File: src/rtl/issue_hazard_ctrl.sv
// ----------------------------------------------------------------------------
// issue_hazard_ctrl
// Issue/interlock controller for the dual-issue ID->exe0 boundary.
// The bypass network only covers results already sitting in the exe0_exe1 and
// exe1_wb latches. This block therefore tracks long-latency writes
// (load/mul/div) in a per-register countdown scoreboard. Each cycle it decides
// whether slot0, slot1 or neither enters exe0. It splits pairs that cannot go
// together, and it sequences the single iterative divider.
//
// Ports
//   clk_i, rstn_i             clock, asynchronous active-low reset
//   valid{0,1}_i              ID slot holds an instruction
//   use_r{j,k,d}{0,1}_i       slot reads rj / rk / rd as a source
//   r{j,k,d}{0,1}_i [4:0]     register numbers; rd is also the destination
//   we{0,1}_i                 slot writes rd
//   type{0,1}_i [1:0]         00 alu, 01 load, 10 mul, 11 div
//   mem_stall_i               dcache miss, backend frozen
//   flush_i                   exe1 redirect, kill whatever entered exe0 last
//   issue{0,1}_o              slot enters exe0 this cycle (combinational)
//   stall_id_o                hold ID / register-read stage (combinational)
//   div_busy_o                divider is iterating (registered)
// ----------------------------------------------------------------------------
module issue_hazard_ctrl #(
    parameter int unsigned LOAD_LAT = 2,
    parameter int unsigned MUL_LAT  = 2,
    parameter int unsigned DIV_LAT  = 34
) (
    input  logic       clk_i,
    input  logic       rstn_i,
    input  logic       valid0_i,
    input  logic       use_rj0_i,
    input  logic       use_rk0_i,
    input  logic       use_rd0_i,
    input  logic [4:0] rj0_i,
    input  logic [4:0] rk0_i,
    input  logic [4:0] rd0_i,
    input  logic       we0_i,
    input  logic [1:0] type0_i,
    input  logic       valid1_i,
    input  logic       use_rj1_i,
    input  logic       use_rk1_i,
    input  logic       use_rd1_i,
    input  logic [4:0] rj1_i,
    input  logic [4:0] rk1_i,
    input  logic [4:0] rd1_i,
    input  logic       we1_i,
    input  logic [1:0] type1_i,
    input  logic       mem_stall_i,
    input  logic       flush_i,
    output logic       issue0_o,
    output logic       issue1_o,
    output logic       stall_id_o,
    output logic       div_busy_o
);

    localparam int unsigned   CW        = $clog2(DIV_LAT + 1);
    localparam logic [CW-1:0] CNT_ZERO  = {CW{1'b0}};
    localparam logic [CW-1:0] CNT_ONE   = CW'(1);
    localparam logic [1:0]    TYPE_ALU  = 2'b00;
    localparam logic [1:0]    TYPE_LOAD = 2'b01;
    localparam logic [1:0]    TYPE_MUL  = 2'b10;
    localparam logic [1:0]    TYPE_DIV  = 2'b11;

    typedef enum logic [0:0] {
        DIV_IDLE = 1'b0,
        DIV_BUSY = 1'b1
    } div_state_e;

    logic [CW-1:0] cnt_q [1:31];
    logic [CW-1:0] cnt_d [1:31];
    logic [31:1]   young_q, young_d;
    div_state_e    div_state_q, div_state_d;
    logic [CW-1:0] dcnt_q, dcnt_d;
    logic          div_young_q, div_young_d;

    logic [31:0]   pend_s;
    logic          div_busy_s;
    logic          haz0_s, haz1_s, pair_conflict_s;
    logic          issue0_s, issue1_s, stall_id_s;
    logic          wr0_s, wr1_s, div_issue_s, advance_s;

    // Countdown loaded at issue for a given instruction class.
    function automatic logic [CW-1:0] lat_of(input logic [1:0] t);
        logic [CW-1:0] l;
        case (t)
            TYPE_LOAD: l = CW'(LOAD_LAT);
            TYPE_MUL:  l = CW'(MUL_LAT);
            TYPE_DIV:  l = CW'(DIV_LAT);
            default:   l = CNT_ZERO;
        endcase
        return l;
    endfunction

    // Slot-local hazard. pend[0] is always clear, so r0 never matches.
    // type[1] covers both mul and div, which share the busy divider check.
    function automatic logic slot_haz(input logic [31:0] pend,
                                      input logic        use_rj,
                                      input logic [4:0]  rj,
                                      input logic        use_rk,
                                      input logic [4:0]  rk,
                                      input logic        use_rd,
                                      input logic [4:0]  rd,
                                      input logic        we,
                                      input logic [1:0]  t,
                                      input logic        dbusy);
        return (use_rj & pend[rj]) | (use_rk & pend[rk]) | (use_rd & pend[rd]) |
               (we & pend[rd]) | (t[1] & dbusy);
    endfunction

    // True when a slot reads register r through any of its source ports.
    function automatic logic reads_reg(input logic       use_rj,
                                       input logic [4:0] rj,
                                       input logic       use_rk,
                                       input logic [4:0] rk,
                                       input logic       use_rd,
                                       input logic [4:0] rd,
                                       input logic [4:0] r);
        return (use_rj & (rj == r)) | (use_rk & (rk == r)) | (use_rd & (rd == r));
    endfunction

    // Pending view of the scoreboard; r0 is never tracked.
    always_comb begin
        pend_s = 32'b0;
        for (int r = 1; r < 32; r++) begin
            pend_s[r] = (cnt_q[r] != CNT_ZERO);
        end
    end

    // Issue decision, pair split and ID stall.
    always_comb begin
        div_busy_s = (div_state_q == DIV_BUSY);
        haz0_s = slot_haz(pend_s, use_rj0_i, rj0_i, use_rk0_i, rk0_i, use_rd0_i, rd0_i,
                          we0_i, type0_i, div_busy_s);
        haz1_s = slot_haz(pend_s, use_rj1_i, rj1_i, use_rk1_i, rk1_i, use_rd1_i, rd1_i,
                          we1_i, type1_i, div_busy_s);
        // Slot1 cannot see slot0's result within the same stage. A same-stage
        // double write resolves in slot0's favour in the bypass, so slot1's
        // write would be the one architecturally lost. Only one mul/div unit.
        pair_conflict_s =
            (we0_i & (rd0_i != 5'd0) &
             reads_reg(use_rj1_i, rj1_i, use_rk1_i, rk1_i, use_rd1_i, rd1_i, rd0_i)) |
            (we0_i & we1_i & (rd0_i == rd1_i) & (rd0_i != 5'd0)) |
            (type0_i[1] & type1_i[1]);
        issue0_s    = rstn_i & valid0_i & ~haz0_s & ~mem_stall_i & ~flush_i;
        issue1_s    = issue0_s & valid1_i & ~haz1_s & ~pair_conflict_s;
        stall_id_s  = rstn_i & valid0_i & ~(issue0_s & (issue1_s | ~valid1_i));
        wr0_s       = issue0_s & we0_i & (rd0_i != 5'd0) & (type0_i != TYPE_ALU);
        wr1_s       = issue1_s & we1_i & (rd1_i != 5'd0) & (type1_i != TYPE_ALU);
        div_issue_s = (issue0_s & (type0_i == TYPE_DIV)) | (issue1_s & (type1_i == TYPE_DIV));
        advance_s   = ~mem_stall_i & ~flush_i;
    end

    assign issue0_o   = issue0_s;
    assign issue1_o   = issue1_s;
    assign stall_id_o = stall_id_s;
    assign div_busy_o = div_busy_s;

    // Scoreboard next state: flush kills young entries, stall freezes, else count down.
    always_comb begin
        young_d = young_q;
        for (int r = 1; r < 32; r++) begin
            cnt_d[r] = cnt_q[r];
        end
        if (flush_i) begin
            // Only entries written by the killed exe0 content are young.
            for (int r = 1; r < 32; r++) begin
                if (young_q[r]) begin
                    cnt_d[r] = CNT_ZERO;
                end else begin
                    cnt_d[r] = cnt_q[r];
                end
            end
            young_d = 31'b0;
        end else if (advance_s) begin
            young_d = 31'b0;
            for (int r = 1; r < 32; r++) begin
                if (wr0_s && (rd0_i == 5'(r))) begin
                    cnt_d[r]   = lat_of(type0_i);
                    young_d[r] = 1'b1;
                end else if (wr1_s && (rd1_i == 5'(r))) begin
                    cnt_d[r]   = lat_of(type1_i);
                    young_d[r] = 1'b1;
                end else if (pend_s[r]) begin
                    cnt_d[r] = cnt_q[r] - CNT_ONE;
                end else begin
                    cnt_d[r] = cnt_q[r];
                end
            end
        end else begin
            young_d = young_q;
        end
    end

    // Divider sequencer next state; freezes and flushes like the scoreboard.
    always_comb begin
        div_state_d = div_state_q;
        dcnt_d      = dcnt_q;
        div_young_d = div_young_q;
        if (flush_i) begin
            if (div_young_q) begin
                div_state_d = DIV_IDLE;
                dcnt_d      = CNT_ZERO;
            end else begin
                div_state_d = div_state_q;
            end
            div_young_d = 1'b0;
        end else if (advance_s) begin
            div_young_d = 1'b0;
            case (div_state_q)
                DIV_IDLE: begin
                    if (div_issue_s) begin
                        div_state_d = DIV_BUSY;
                        dcnt_d      = CW'(DIV_LAT);
                        div_young_d = 1'b1;
                    end else begin
                        div_state_d = DIV_IDLE;
                    end
                end
                DIV_BUSY: begin
                    // Leave BUSY on the same edge where the countdown hits 0,
                    // so busy lines up with the scoreboard entry of the div.
                    if (dcnt_q <= CNT_ONE) begin
                        div_state_d = DIV_IDLE;
                        dcnt_d      = CNT_ZERO;
                    end else begin
                        dcnt_d = dcnt_q - CNT_ONE;
                    end
                end
                default: begin
                    div_state_d = DIV_IDLE;
                    dcnt_d      = CNT_ZERO;
                end
            endcase
        end else begin
            div_young_d = div_young_q;
        end
    end

    // State registers.
    always_ff @(posedge clk_i or negedge rstn_i) begin
        if (!rstn_i) begin
            for (int r = 1; r < 32; r++) begin
                cnt_q[r] <= CNT_ZERO;
            end
            young_q     <= 31'b0;
            div_state_q <= DIV_IDLE;
            dcnt_q      <= CNT_ZERO;
            div_young_q <= 1'b0;
        end else begin
            for (int r = 1; r < 32; r++) begin
                cnt_q[r] <= cnt_d[r];
            end
            young_q     <= young_d;
            div_state_q <= div_state_d;
            dcnt_q      <= dcnt_d;
            div_young_q <= div_young_d;
        end
    end

endmodule
File: config.mk
export PLATFORM = sky130hd
export DESIGN_NAME = issue_hazard_ctrl
export DESIGN_NICKNAME = d
export VERILOG_FILES = /design/src/rtl/issue_hazard_ctrl.sv
export SDC_FILE = /design/constraint.sdc
export NUM_CORES = 1
export LEC_CHECK = 0
export BUFFER_PORTS_ARGS = -buffer_cell sky130_fd_sc_hd__buf_2
export CAP_MARGIN = 10
export CORE_ASPECT_RATIO = 1.1
export CORE_MARGIN = 1.5
export CORE_UTILIZATION = 35
export CTS_CLUSTER_SIZE = 8
export DETAILED_ROUTE_END_ITERATION = 7
export GPL_TIMING_DRIVEN = 0
export PLACE_DENSITY = 0.6
export SYNTH_ARGS = -nofsm -noshare
export SYNTH_HDL_FRONTEND = slang
export SYNTH_SLANG_ARGS = --single-unit
File: constraint.sdc
create_clock -name clk_i -period 4.37 [get_ports clk_i]
set_input_delay 0.437 -clock clk_i [delete_from_list [all_inputs] [get_ports clk_i]]
set_output_delay 0.437 -clock clk_i [all_outputs]
set_load 0.03 [all_outputs]
==> results of run 1 <==
-- critical path: stages (launching register included) --
cell	delay, ns
dfrtp_1	0.41
or3_1	0.46
nor2_1	0.59
a21oi_1	0.15
a22oi_1	0.35
a31oi_4	0.17
nor4_4	0.28
buf_4	0.17
buf_4	0.13
nand3_2	0.31
nor2_4	0.41
a32oi_1	0.33
a21o_1	0.30
a31o_1	0.21
-- repair_timing --
action,CTS,global route
resized for setup,64,47
setup buffers,32,28
pin swaps,15,20
hold endpoints to repair,9,0
setup endpoints to repair,146,56
hold buffers,1,0
-- final cells by class --
cell class | instances | area, µm² | area share (%)
clock buffers | 36 | 880 | 4.70
inverters | 94 | 355 | 1.90
plain buffers | 102 | 460 | 2.46
flip-flops and latches | 225 | 5630 | 30.1
multi-input cells | 1530 | 9830 | 52.5
well taps | 581 | 727 | 3.88
repair buffers | 107 | 830 | 4.43
clock inverters | 3 | 18.8 | 0.100
-- metrics by stage --
| stage | cells | setup TNS, ns | setup WS, ns |
|---|---|---|---|
| final | 2678 | -0.155 | -0.0469 |
| after global routing | 2678 | -0.133 | -0.0354 |
| after CTS | 2651 | 0 | 0.00755 |
| after detailed placement | 2585 | -73.87 | -1.11 |
| after global placement | 2580 | -813.15 | -3.98 |
| after floorplan | 1960 | 0 | 0.658 |
-- cell usage after synthesis, types with 36 or more instances --
cell type  instances  share of area [%]
a31oi_1           54                2.1
o21ai_0          115                3.6
clkbuf_1          84                2.0
nor3_1            93                2.9
a21oi_1          104                3.3
dfrtp_1          225                 35
nand2b_1          36                1.4
nand3_1           95                3.0
nor2_1           145                3.4
inv_1             92                2.2
nand2_1          275                6.5
mux2i_1           39                2.5
-- sequential cells by signal, summed over array words and instances (netlist names) --
| name | flops |
|---|---|
| cnt_q | 186 |
| dcnt_q | 6 |
| div_busy_o | 1 |
| div_young_q | 1 |
| young_q | 31 |
-- cell families (layout without fill, tap and decap cells) --
group	count (synthesis)	count (layout)	share of synthesized area, %
multiplexers	59	59	4.58
buffers and inverters	205	342	5.07
adder cells (fa/ha/maj)	33	33	2.60
AND/OR/NAND/NOR	878	878	28.2
flip-flops	225	225	35.4
XOR/XNOR	36	36	1.98
AO/OA/AOI/OAI	524	524	22.1
-- routing by layer --
layer  global-route usage (%)  up-vias
met5                        0        -
met4                     23.3        4
met3                     6.90      276
met2                     49.1      967
met1                     41.5     8482
li1                         -     7454
-- power by group through the flow --
stage / Sequential [mW] / Clock [mW] / Combinational (mW)
2_1_floorplan: 3.47 / 0 / 3.21
3_3_place_gp: 3.64 / 0 / 4.46
3_5_place_dp: 3.68 / 0 / 4.60
4_1_cts: 3.69 / 2.43 / 4.83
5_1_grt: 3.86 / 2.51 / 5.59
6_report: 3.74 / 2.40 / 5.19
-- how the worst max path moves through the flow --
stage                     from    endpoint  slack [ns]
floorplan           cnt_q[174]   cnt_q[43]        0.66
global route        cnt_q[109]  stall_id_o       -0.04
detailed placement   cnt_q[54]   cnt_q[72]       -1.11
finish              cnt_q[125]   cnt_q[72]       -0.05
global placement        rstn_i   cnt_q[72]       -3.98
CTS                 cnt_q[174]  cnt_q[168]       0.008
==> results.sh, run 1 <==
export IMPL_status="complete, but fails checks"
export IMPL_failed_checks="setup timing"
export IMPL_cts_root_buf="clkbuf_16"
export IMPL_wl_met1_um=30500
export IMPL_report_final_slew_viol_count=0
export IMPL_syn_area_um2=15900
export IMPL_hold_viol=0
export IMPL_p_int_mw=6.38
export IMPL_drc=0
export IMPL_seq_area_frac_synth_pct=35.4
export IMPL_maxCapViolCount=0
export IMPL_htreeDepth=2
export IMPL_n_antenna_cell=0
export IMPL_rrSetupSlack_ns=-0.05
export IMPL_grt_use_total_pct=32.6
export IMPL_p_sw_share_pct=43.7
export IMPL_timing_rr_start="cnt_q[125]"
export IMPL_die_area_um2=46700
export IMPL_tightestPinTransition_ns=1.41
export IMPL_final_common_cell="nand2_1"
export IMPL_synth_seq_cells=225
export IMPL_startpoint_type="flop"
export IMPL_cts_tree="built"
export IMPL_avgSynthCellArea_um2=8.11
export IMPL_clock_sinks=225
export IMPL_dieHeight_um=226
export IMPL_fillers=4560
export IMPL_wl_per_cell_um=28.6
export IMPL_io_pins=52
export IMPL_mostFrequentLayoutCells="270 x nand2_1, 225 x dfrtp_1, 137 x nor2_1"
export IMPL_fmax_ghz=0.226
export IMPL_finalSetupViolCount=8
export IMPL_fp_row_count=81
export IMPL_p_leak_nw=7.83
export IMPL_met3_length_um=6690
export IMPL_worstPathMaxFanout=10
export IMPL_antenna_found_initial=6
export IMPL_ys_dominant_reg_cell="dfrtp_1"
export IMPL_fin_skew_ns=0.0330
export IMPL_pwr_share_seq_pct=33.0
export IMPL_grt_pass1_wl_um=110000
export IMPL_crit_path_end_kind="flop"
export IMPL_port_buffers=39
export IMPL_critPathArrivalTime_ns=4.84
export IMPL_design_area_um2=18700
export IMPL_grt_max_degree=114
export IMPL_grt_pass1_vias=16300
export IMPL_final_antenna_net_count=0
export IMPL_relSlewSlack_pct=5.98
export IMPL_dpl_hpwl_um=55700
export IMPL_required_ns=4.79
export IMPL_postPlaceCellArea_um2=16900
export IMPL_r2r_end="cnt_q[72]"
export IMPL_met2WireLength_um=33000
export IMPL_gp_congestion=1.07
export IMPL_clock_path_buffers=3
export IMPL_clockPowerShare_pct=21.2
export IMPL_power_density_nw_per_um2=605
export IMPL_vias=17200
export IMPL_p_switching_mw=4.95
export IMPL_area_growth_pct=17.9
export IMPL_worst_slack_ns=-0.0469
export IMPL_drt_total_wl_um=76600
export IMPL_core_area_um2=44600
export IMPL_power_mw=11.3
export IMPL_fin_nets=2175
export IMPL_path_class="reg -> reg"
export IMPL_drtPass1Iterations=7
export IMPL_netlist_instances=1960
export IMPL_utilization_pct=42.0
export IMPL_drt_iter0_drc=2139
export IMPL_yosys_warnings=0
export IMPL_ys_types=101
export IMPL_r2r_cells=13
export IMPL_grt_overflow=0
export IMPL_clkSlewWorstSetupHoldPaths_ns=0.05
export IMPL_clk_latency_ns=0.56
export IMPL_synth_edf_count=0
export IMPL_async_reset_ff_share_pct=100
export IMPL_finalWorstPathRequiredPeriod_ns=4.42
export IMPL_drive_gt1_share_pct=13.6
export IMPL_finalCritPeriodShare_pct=101
export IMPL_start_util_pct=35.6
export IMPL_hp_class="in -> async"
export IMPL_pwr_share_comb_pct=45.8
export IMPL_synthesis_nets=2041
export IMPL_cts_buffers=34
export IMPL_avgViaCountPerCell=6.42
export IMPL_fin_hold_ws_ns=0.284
export IMPL_die_w_um=206
export IMPL_ir_drop_mv=0.250
export IMPL_dr_max_layer_used="met5"
No activity file was read; power rests on OpenSTA's default activity.
==> run 2, diff against run 1 <==
--- a/config.mk
+++ b/config.mk
@@ -11,4 +11,5 @@
 export CORE_MARGIN = 1.5
 export CORE_UTILIZATION = 35
+export CTS_BUF_LIST = sky130_fd_sc_hd__clkbuf_4 sky130_fd_sc_hd__clkbuf_8
 export CTS_CLUSTER_SIZE = 8
 export DETAILED_ROUTE_END_ITERATION = 7
==> constraint.sdc (replaced) <==
create_clock -name clk_i -period 4.37 [get_ports clk_i]
set_input_delay 0.874 -clock clk_i [delete_from_list [all_inputs] [get_ports clk_i]]
set_output_delay 0.874 -clock clk_i [all_outputs]
set_load 0.03 [all_outputs]
==> results.sh, run 2 (synthesis results as in run 1) <==
export IMPL_regMostFlops="cnt_q"
export IMPL_final_seq_area_um2=5630
export IMPL_final_common_cell="nand2_1"
export IMPL_status="complete, but fails checks"
export IMPL_area_growth_pct=18.0
export IMPL_clock_sinks=225
export IMPL_top_regs="cnt_q x186, young_q x31, dcnt_q x6"
export IMPL_clkSlewWorstSetupHoldPaths_ns=0.07
export IMPL_met3_length_um=6810
export IMPL_cts_root_buf="clkbuf_8"
export IMPL_drt_iter0_drc=2090
export IMPL_startpoint_type="primary input"
export IMPL_crit_path_end_kind="output pin"
export IMPL_fin_skew_ns=0.0491
export IMPL_hold_viol=0
export IMPL_met2WireLength_um=34000
export IMPL_finalSetupTns_ns=-1.24
export IMPL_dp_cells=2585
export IMPL_fillers=4576
export IMPL_die_area_um2=46700
export IMPL_ir_drop_mv=0.218
export IMPL_mostFrequentLayoutCells="270 x nand2_1, 225 x dfrtp_1, 134 x nor2_1"
export IMPL_drtPass1Iterations=6
export IMPL_grt_overflow=0
export IMPL_drive_gt1_share_pct=15.7
export IMPL_grt_pass1_vias=16500
export IMPL_final_antenna_net_count=0
export IMPL_start_util_pct=35.6
export IMPL_largest_register_ffs=186
export IMPL_dieHeight_um=226
export IMPL_gp_congestion=1.07
export IMPL_antenna_found_initial=3
export IMPL_die_w_um=206
export IMPL_p_switching_mw=5.01
export IMPL_r2r_cells=16
export IMPL_cts_tree="built"
export IMPL_grt_max_degree=114
export IMPL_dpl_hpwl_um=55700
export IMPL_core_area_um2=44600
export IMPL_cts_buffers=42
export IMPL_maxCapViolCount=0
export IMPL_power_density_nw_per_um2=594
export IMPL_finalSetupViolCount=8
export IMPL_required_ns=3.50
export IMPL_tightestPinTransition_ns=1.42
export IMPL_io_pins=52
export IMPL_htreeDepth=2
export IMPL_worstPathMaxFanout=10
export IMPL_r2r_end="cnt_q[138]"
export IMPL_multi_input_area_um2=9920
export IMPL_timing_rr_start="cnt_q[157]"
export IMPL_critPathArrivalTime_ns=3.96
export IMPL_grt_use_total_pct=33.0
export IMPL_clockPowerShare_pct=19.6
export IMPL_cts_hold_repair_buffers=0
export IMPL_relSlewSlack_pct=5.26
export IMPL_hp_class="in -> async"
export IMPL_avgViaCountPerCell=6.36
export IMPL_p_leak_nw=7.85
export IMPL_failed_checks="setup timing"
export IMPL_grt_pass1_wl_um=111000
export IMPL_clk_latency_ns=0.66
export IMPL_layoutNonFillerInstCount=2710
export IMPL_fin_nets=2178
export IMPL_report_final_slew_viol_count=0
export IMPL_finalWorstPathRequiredPeriod_ns=4.83
export IMPL_rrSetupSlack_ns=0.02
export IMPL_rsz0062_at_grt="yes"
export IMPL_port_buffers=39
export IMPL_wl_met1_um=30400
export IMPL_path_class="in -> out"
export IMPL_p_sw_share_pct=45.0
export IMPL_fmax_ghz=0.207
export IMPL_worst_slack_ns=-0.460
export IMPL_endpoint="stall_id_o"
export IMPL_fp_row_count=81
export IMPL_drc=0
export IMPL_pwr_share_comb_pct=46.8
export IMPL_clock_path_buffers=3
export IMPL_p_int_mw=6.13
export IMPL_vias=17200
export IMPL_critPathLaunch="rd0_i[3]"
export IMPL_wl_per_cell_um=28.4
export IMPL_drt_total_wl_um=77000
export IMPL_pwr_share_seq_pct=33.6
export IMPL_finalCritPeriodShare_pct=111
export IMPL_dr_max_layer_used="met4"
==> run 2: changes by cell type in the layout (fill, tap and decap cells not counted), sizes merged <==
cell,delta
clkbuf,+28
dlygate4sd3,-1
buf,-5
clkinv,+6
diode,+4
==> run 2: power by group through the flow <==
stage	Sequential [mW]	Combinational, mW	Clock, mW
after floorplan	3.47	3.21	0
after global placement	3.64	4.46	0
after detailed placement	3.68	4.60	0
after CTS	3.69	4.90	2.21
after global routing	3.86	5.61	2.31
final	3.75	5.22	2.18
==> run 2: timing repair <==
item,in CTS,in global routing
setup buffers,35,21
setup endpoints to repair,146,43
pin swaps,22,22
resized for setup,89,53
==> run 2: layout make-up <==
type | instances | area share (%)
Antenna cell | 4 | 0.0534
Multi-Input combinational cell | 1530 | 52.9
Buffer | 103 | 2.56
Sequential cell | 225 | 30.0
Clock buffer | 63 | 4.26
Clock inverter | 9 | 0.280
Tap cell | 581 | 3.88
Inverter | 94 | 1.92
Timing Repair Buffer | 101 | 4.14
==> run 2: worst min-delay path by stage <==
stage	start	end	slack [ns]	depth (start not counted)
after floorplan	young_q[21]	young_q[21]	0.44	2
after global placement	young_q[21]	young_q[21]	0.45	2
after detailed placement	young_q[17]	young_q[17]	0.46	2
after CTS	rstn_i	young_q[21]	0.01	1
after global routing	rstn_i	young_q[21]	0.03	1
final	rstn_i	young_q[21]	0.04	1
==> run 2: layer usage <==
layer / global-route usage (%) / vias up
li1: - / 7499
met1: 41.5 / 8442
met2: 50.2 / 1028
met3: 7.67 / 276
met4: 22.2 / 0
met5: 0 / -
==> run 2: critical path, cell delays in order <==
cell	delay (ns)
buf_2	0.15
clkbuf_1	0.65
xor2_1	0.20
nor4_1	0.07
and3_1	0.21
o311ai_1	0.48
o2111ai_1	0.18
a31oi_1	0.33
nand4_4	0.20
buf_8	0.17
buf_12	0.12
a21oi_4	0.13
nor2_2	0.05
buf_6	0.13
==> run 2: stage by stage <==
stage | hold WS (ns) | area, µm² | setup WS [ns] | total power [mW] | utilization [%]
3_3_place_gp | 0.452 | 16800 | -4.41 | 8.10 | 37.7
5_1_grt | 0.0284 | 18700 | -0.443 | 11.8 | 42.0
4_1_cts | 0.00996 | 18400 | -0.447 | 10.8 | 41.2
2_1_floorplan | 0.439 | 15900 | 0.140 | 6.68 | -
3_5_place_dp | 0.456 | 16900 | -1.15 | 8.27 | 38.0
6_report | 0.0363 | 18800 | -0.460 | 11.1 | 42.1
